File: config.mk
export PLATFORM = sky130hd
export DESIGN_NAME = dino_input_cond
export DESIGN_NICKNAME = d
export VERILOG_FILES = /design/src/rtl/dino_pkg.sv /design/src/rtl/btn_debounce.sv /design/src/rtl/dino_input_cond.sv
export SDC_FILE = /design/constraint.sdc
export NUM_CORES = 1
export LEC_CHECK = 0
export ABC_AREA = 1
export CORE_MARGIN = 8
export CORE_UTILIZATION = 63
export CTS_CLUSTER_DIAMETER = 100
export CTS_CLUSTER_SIZE = 28
export DETAILED_ROUTE_END_ITERATION = 16
export PLACE_DENSITY = 0.81
export RECOVER_POWER = 25
export SLEW_MARGIN = 20
export SYNTH_ARGS = -nofsm -noshare
export SYNTH_HDL_FRONTEND = slang
export SYNTH_SLANG_ARGS = --single-unit
File: constraint.sdc
create_clock -name clock -period 2.9 [get_ports clock]
set_input_delay 0.435 -clock clock [delete_from_list [all_inputs] [get_ports clock]]
set_output_delay 0.435 -clock clock [all_outputs]
set_load 0.05 [all_outputs]
File: src/rtl/dino_pkg.sv
// Shared constants and types for the dino input conditioning block.
// Pad bit map, config word type and power-on config defaults.
package dino_pkg;

    typedef logic [3:0] cfg_t;

    localparam cfg_t CFG_DEF_ACCEL = 4'd4;
    localparam cfg_t CFG_DEF_SPEED = 4'd2;

    localparam int PAD_W        = 12;
    localparam int PAD_JUMP     = 0;
    localparam int PAD_HALT     = 1;
    localparam int PAD_DEBUG    = 2;
    localparam int PAD_SPEED_LO = 3;
    localparam int PAD_SPEED_HI = 6;
    localparam int PAD_ACCEL_LO = 7;
    localparam int PAD_ACCEL_HI = 10;
    localparam int PAD_OVR      = 11;

endpackage

File: src/rtl/btn_debounce.sv
// One button: 2-flop synchronizer, stability counter, accepted level.
// Ports: clock, reset (async low), pad (raw), level (debounced), rise (1-cycle).
module btn_debounce #(
    parameter int DB_CYCLES = 250000
) (
    input  logic clock,
    input  logic reset,
    input  logic pad,
    output logic level,
    output logic rise
);

    localparam int CW = $clog2(DB_CYCLES);
    localparam logic [CW-1:0] CNT_MAX = CW'(DB_CYCLES - 1);

    logic [1:0]    sync_q;
    logic [CW-1:0] cnt_q;
    logic          differ;
    logic          done;

    assign differ = sync_q[1] ^ level;
    // Accept on the cycle the counter already sits at its last value,
    // so the counter never needs to hold DB_CYCLES itself.
    assign done   = differ && (cnt_q == CNT_MAX);

    always_ff @(posedge clock or negedge reset) begin
        if (!reset) begin
            sync_q <= '0;
            cnt_q  <= '0;
            level  <= 1'b0;
            rise   <= 1'b0;
        end else begin
            sync_q <= {sync_q[0], pad};
            rise   <= done & sync_q[1];
            if (!differ || done)
                cnt_q <= '0;
            else
                cnt_q <= cnt_q + 1'b1;
            if (done)
                level <= sync_q[1];
        end
    end

endmodule

File: src/rtl/dino_input_cond.sv
// Conditions raw game pads: debounced buttons plus frame-latched config.
// Ports: clock, reset (async low), pad_in[11:0], vsync -> jump_out,
// jump_pulse, halt_out, debug_out, cfg_accel, cfg_speed.
// Macro DINO_HALT_TOGGLE_EN: halt_out becomes a pause latch toggled by
// each halt press instead of following the debounced halt level.
module dino_input_cond
    import dino_pkg::*;
#(
    parameter int   DB_CYCLES = 250000,
    parameter cfg_t DEF_ACCEL = CFG_DEF_ACCEL,
    parameter cfg_t DEF_SPEED = CFG_DEF_SPEED
) (
    input  logic             clock,
    input  logic             reset,
    input  logic [PAD_W-1:0] pad_in,
    input  logic             vsync,
    output logic             jump_out,
    output logic             jump_pulse,
    output logic             halt_out,
    output logic             debug_out,
    output cfg_t             cfg_accel,
    output cfg_t             cfg_speed
);

    logic halt_lvl;
    logic halt_rise;
    logic debug_rise;
    logic unused_sig;

    logic [PAD_OVR:PAD_SPEED_LO] cs1_q;
    logic [PAD_OVR:PAD_SPEED_LO] cs2_q;
    logic                        vsync_q;
    logic                        frame_start;

    btn_debounce #(.DB_CYCLES(DB_CYCLES)) u_jump (
        .clock (clock),
        .reset (reset),
        .pad   (pad_in[PAD_JUMP]),
        .level (jump_out),
        .rise  (jump_pulse)
    );

    btn_debounce #(.DB_CYCLES(DB_CYCLES)) u_halt (
        .clock (clock),
        .reset (reset),
        .pad   (pad_in[PAD_HALT]),
        .level (halt_lvl),
        .rise  (halt_rise)
    );

    btn_debounce #(.DB_CYCLES(DB_CYCLES)) u_debug (
        .clock (clock),
        .reset (reset),
        .pad   (pad_in[PAD_DEBUG]),
        .level (debug_out),
        .rise  (debug_rise)
    );

    // Config pads only need synchronizing; they are sampled once per frame.
    always_ff @(posedge clock or negedge reset) begin
        if (!reset) begin
            cs1_q   <= '0;
            cs2_q   <= '0;
            vsync_q <= 1'b0;
        end else begin
            cs1_q   <= pad_in[PAD_OVR:PAD_SPEED_LO];
            cs2_q   <= cs1_q;
            vsync_q <= vsync;
        end
    end

    assign frame_start = vsync_q & ~vsync;

    always_ff @(posedge clock or negedge reset) begin
        if (!reset) begin
            cfg_accel <= DEF_ACCEL;
            cfg_speed <= DEF_SPEED;
        end else if (frame_start) begin
            if (cs2_q[PAD_OVR]) begin
                cfg_accel <= cs2_q[PAD_ACCEL_HI:PAD_ACCEL_LO];
                cfg_speed <= cs2_q[PAD_SPEED_HI:PAD_SPEED_LO];
            end else begin
                cfg_accel <= DEF_ACCEL;
                cfg_speed <= DEF_SPEED;
            end
        end
    end

`ifdef DINO_HALT_TOGGLE_EN
    logic halt_q;

    always_ff @(posedge clock or negedge reset) begin
        if (!reset)
            halt_q <= 1'b0;
        else if (halt_rise)
            halt_q <= ~halt_q;
    end

    assign halt_out   = halt_q;
    assign unused_sig = debug_rise ^ halt_lvl;
`else
    assign halt_out   = halt_lvl;
    assign unused_sig = debug_rise ^ halt_rise;
`endif

endmodule

Yosys cells after proc, flatten, opt, wreduce, memory -nomap -nowiden
Cells that the tools add are included.

storage, ports and cells
  input bits = 15
  output and inout port bits = 12
  bits in registers = 91
  logic and storage cells = 41

cells by class
  bitwise logic cells = 6
  multiplexer cells = 5
  add/subtract/negate cells = 3
  eq/ne operators = 3
  reductions and logical operators = 9

operators with widths
  operator                                        count
  adder 18 x 1 -> 18 bit (second input constant)  3
  == test 18 bit (second input constant)          3
  two-way mux 18 bit                              3
  two-way mux 4 bit                               2
  logical AND 1 bit                               3
  zero test 1 bit                                 3
  logical OR 1 bit                                3
  XOR 1 bit                                       3
  bitwise AND 1 bit                               2
  NOT 1 bit                                       1

Longest topological paths before layout
  word-level depth = 4
  depth in mapped cells = 9
  gate-level depth less buffers = 9

Modules after synthesis
From an unflattened synthesis, not the netlist that was laid out.

second synthesis, totals
  cells, all modules = 531
  area, all modules = 4708.3 sq um

by module, submodules not included
  module           seq. area each (sq um)  instances  area each (sq um)  cells each
  btn_debounce     550.5                   3          1282.5             153
  dino_input_cond  678.2                   1          860.8              72

Worst setup path before layout
OpenSTA, ideal clock, no wires.

  path kind = register to register
  start point = register u_jump.cnt_q[0]
  end point = register u_jump.cnt_q[5]
  setup slack = 1565 ps
  required time = 2780 ps
  arrival time = 1215 ps
  cell stages (with the launch flop) = 8
  buffers on the path = 1
  library setup time = 120 ps
  period minus slack after synthesis = 1335 ps
  cells stage by stage = dfrtp_1 -> ha_1 -> nand3_2 -> nor3_2 -> nand3_2 -> nand2_4 -> buf_6 -> nor2_1

between the ends
  longest elaborated chain between the ends = 4
  elaborated cells between the ends (all ways) = 5
  those cells by class = add/sub: 1; eq/ne: 1; mux: 1; reduce/logical: 2

RTL lines
  element                                                         RTL line            source
  start, declared                                                 btn_debounce.sv:17  logic [CW-1:0] cnt_q;
  start signal, assigned                                          btn_debounce.sv:38  cnt_q <= cnt_q + 1'b1;
  branches (longest 3 deep; another with adder 18 x 1 -> 18 bit)  n/a
  two-way mux 18 bit (*)                                          btn_debounce.sv:35  if (!differ || done)

Every way passes the cells marked *.
A chain may end at the register's enable or synchronous reset.

Worst setup path after layout
  start point = register cfg_accel[2]
  end point = output port cfg_accel[2]

RTL lines
  element                 RTL line               source
  start, declared         dino_input_cond.sv:21  output cfg_t cfg_accel,
  start signal, assigned  dino_input_cond.sv:80  cfg_accel <= cs2_q[PAD_ACCEL_HI:PAD_ACCEL_LO];

No word-level cell between the ends.

==> summary.txt <==
Place
  – IO buf count: 26
  – Placed Cells incl. Taps: 600
  – Dpl hpwl: 5.49 mm
  – GPL Wtd Cong: 0.909
  – Post-placement cell area: 4580 sq um

Power and ir drop
  – NetSw: 0.603 mW
  – Peak VDD IR: 0.000462 V
  – Switching share of power: 26.2%
  – LEAKAGE: 2.01 nW
  – Flop pwr share: 57.9%
  – Comb power frac: 7.2%
  – P_int: 1.70 mW
  – Pwr Density: 483 nW/um^2
  – Clock Power Share: 34.9%

Setup path
  – Crit end category: output pin
  – Worst Path Required: 2.47 ns
  – Setup Crit Path Kind: flip-flop to output pin
  – CP delay by family, top: buffers and inverters
  – CP max stage cell: clkdlybuf4s50_1
  – Critical path peak fanout: 2
  – Worst path bufs/invs: 1
  – Crit start category: flip-flop
  – CP Cell Sequence: clkdlybuf4s50_1
  – CP max stage delay: 0.80 ns
  – Crit path launch: cfg_accel[2]
  – R2R Path Start: u_debug.cnt_q[0]
  – CP arrival: 1.70 ns

Clock network
  – Num CTS Buffers: 9
  – # hold bufs at CTS: 0
  – CTS sink count: 91
  – CTS resizes: 0
  – H-tree levels: 3
  – CTS tree: yes
  – Clock Path Buffers: 2
  – CTS clk-pin slew, worst paths: 0.09 ns
  – Post-CTS Setup Inserts: 0
  – Worst-skew pair later-pin latency: 0.36 ns
  – Clock Root Buffer: clkbuf_8

Logic synthesis
  – Warnings, synthesis: 0
  – Compound-Gate Fraction of Synth Area: 3.01%
  – Largest family of logic cells by synthesized area: simple AND/OR/NAND/NOR gates
  – Cell variety after synth: 27
  – Mapped Nets: 514
  – Multiplexer share of the synthesized area: 0%
  – Xor/xnor share of the synthesized area: 6.20%
  – Post-Synth Adder-Cell Area: 0.886%
  – Syn Inst Count: 496
  – Register area share after synthesis: 53.8%
  – Avg Inst Size Synth: 8.54 sq um
  – Mapped cell area: 4240 sq um
  – Synth Area in Simple Gates: 31.6%
  – Seq cells post-synth: 91

STA
  – Final min period: 2.14 ns
  – Worst slew pin tran: 2.12 ns
  – WHS: 0.355 ns
  – Endpoints failing hold: 0
  – Final Skew: 0.0116 ns
  – RSZ-0062 raised after global routing: false
  – Fmax achieved: 468 MHz
  – Period utilization: 73.6%
  – # setup viols final: 0
  – Slew Limit Fails: 39
  – Max-Slew Margin vs Limit: -41.1%
  – Setup TNS: 0 ns

Floorplanning
  – Die Footprint: 9600 sq um
  – Die X: 98.0 um
  – I/O pins: 27
  – Die Height: 98.0 um
  – Core Region: 6640 sq um
  – Std cell rows: 30
  – Initial Utilization: 63.7%

GRT
  – GRT Overall Usage: 17.7%
  – First-pass GRT wire length: 13.9 mm
  – Largest net degree at the start of global routing: 54
  – Grt ovf: 0
  – Number of global-route vias before repair: 3024
  – Initial antenna violation count: 0

Detailed routing
  – Final wirelength: 7.70 mm
  – Vias per cell: 5.15
  – DRT iter0 DRCs: 130
  – DRC viols: 0
  – DR pass1 iterations: 5
  – Vias: 3174
  – Post-DRT Antenna Nets: 0
  – Wire per inst: 12.5 um

Hold path
  – Hold/Removal Path Class: flip-flop to flip-flop
  – Min-delay src: u_halt.sync_q[0]

Finish
  – NumNets Final: 549
  – Most frequent cells in the layout: nor2_1 (118), nand2_1 (118), dfrtp_1 (89), inv_1 (41), nand3_1 (36)
  – N_diodes: 0
  – Cell area after layout: 4760 sq um
  – Post-Layout Cell Count: 616
  – Share of layout cells above drive strength 1: 7.09%
  – Fillers: 504
  – Synth-to-Final Area Change: 12.4%

Run
  – Max-cap viol count: 1

Run status
  – Failing checks: max-capacitance violations, max-slew violations
  – Status: finished, violations left
Yosys cell counts:
master	n	area, sq um
o21ai_0	9	45.0
buf_6	3	33.8
nor2_2	6	37.5
o21bai_1	8	60.1
nand4_1	8	50.1
xor2_1	24	210
o21ai_1	1	5.00
nor3b_2	1	12.5
clkinv_1	1	3.75
nor3_1	2	10.0
nor2_1	118	443
nor3_2	2	20.0
nand3_1	36	180
xnor2_1	6	52.6
nand2_1	118	443
dfstp_2	2	52.6
nand2_2	1	6.26
dfrtp_1	89	2230
a21oi_1	2	10.0
inv_1	41	154
a21o_1	1	7.51
nand3b_1	1	7.51
nand3_2	4	40.0
nand2_4	3	33.8
ha_1	3	37.5
nor2_4	3	33.8
and2_1	3	18.8
state kept, by name, summed over array words and instances (netlist names):
| signal | flops |
|---|---|
| cs2_q | 9 |
| u_jump.cnt_q | 18 |
| u_halt.cnt_q | 18 |
| u_jump.rise | 1 |
| u_jump.sync_q | 2 |
| vsync_q | 1 |
| u_jump.level | 1 |
| u_debug.sync_q | 2 |
| cfg_accel | 4 |
| u_halt.level | 1 |
| u_debug.cnt_q | 18 |
| u_debug.level | 1 |
| cs1_q | 9 |
| cfg_speed | 4 |
| u_halt.sync_q | 2 |
per-layer routing:
| layer | track usage, % | wire length [um] | part of all wire (%) |
|---|---|---|---|
| met1 | 22.2 | 3500 | 45 |
| met2 | 28.6 | 3820 | 50 |
| met3 | 5.12 | 297 | 3.9 |
| met4 | 6.24 | 80 | 1.0 |
| met5 | 0 | 0 | 0 |
cell type report:
cell class / count / area (sq um) / share of cell area [%]
Timing Repair Buffer: 27 / 274 / 5.76
Tap cell: 80 / 100 / 2.10
Multi-Input combinational cell: 360 / 1760 / 37.1
Inverter: 42 / 158 / 3.31
Sequential cell: 91 / 2280 / 47.9
Clock inverter: 6 / 56.3 / 1.18
Clock buffer: 10 / 128 / 2.68
power groups by stage:
| stage | clock [mW] | combinational [mW] | sequential (mW) |
|---|---|---|---|
| finish | 0.803 | 0.167 | 1.33 |
| global route | 0.893 | 0.187 | 1.34 |
| CTS | 0.832 | 0.171 | 1.33 |
| detailed placement | 0 | 0.170 | 1.36 |
| global placement | 0 | 0.165 | 1.35 |
| floorplan | 0 | 0.0491 | 1.39 |
cell families after synthesis:
group	after synthesis
AO/OA/AOI/OAI	21
XOR/XNOR	30
adder cells (fa/ha/maj)	3
buffers and inverters	45
flip-flops	91
AND/OR/NAND/NOR	306
per-stage QoR:
step	total power, mW	worst slack (ns)	utilization [%]
2_1_floorplan	1.44	1.56	-
3_3_place_gp	1.52	1.16	68.9
3_5_place_dp	1.53	1.14	68.9
4_1_cts	2.33	0.734	71.7
5_1_grt	2.42	0.584	71.6
6_report	2.30	0.764	71.6
final timing paths:
check / end / slack (ns) / depth (start not counted)
setup / recovery: cfg_accel[2] / 0.76 / 1
hold / removal: u_halt.sync_q[1] / 0.35 / 0
setup reg to reg: u_debug.cnt_q[11] / 1.41 / 6
hold reg to reg: u_halt.sync_q[1] / 0.35 / 0
max in group asynchronous: u_jump.cnt_q[12] / 1.00 / 1
min in group asynchronous: vsync_q / 0.68 / 1
Power figures use the tool's default switching activity.
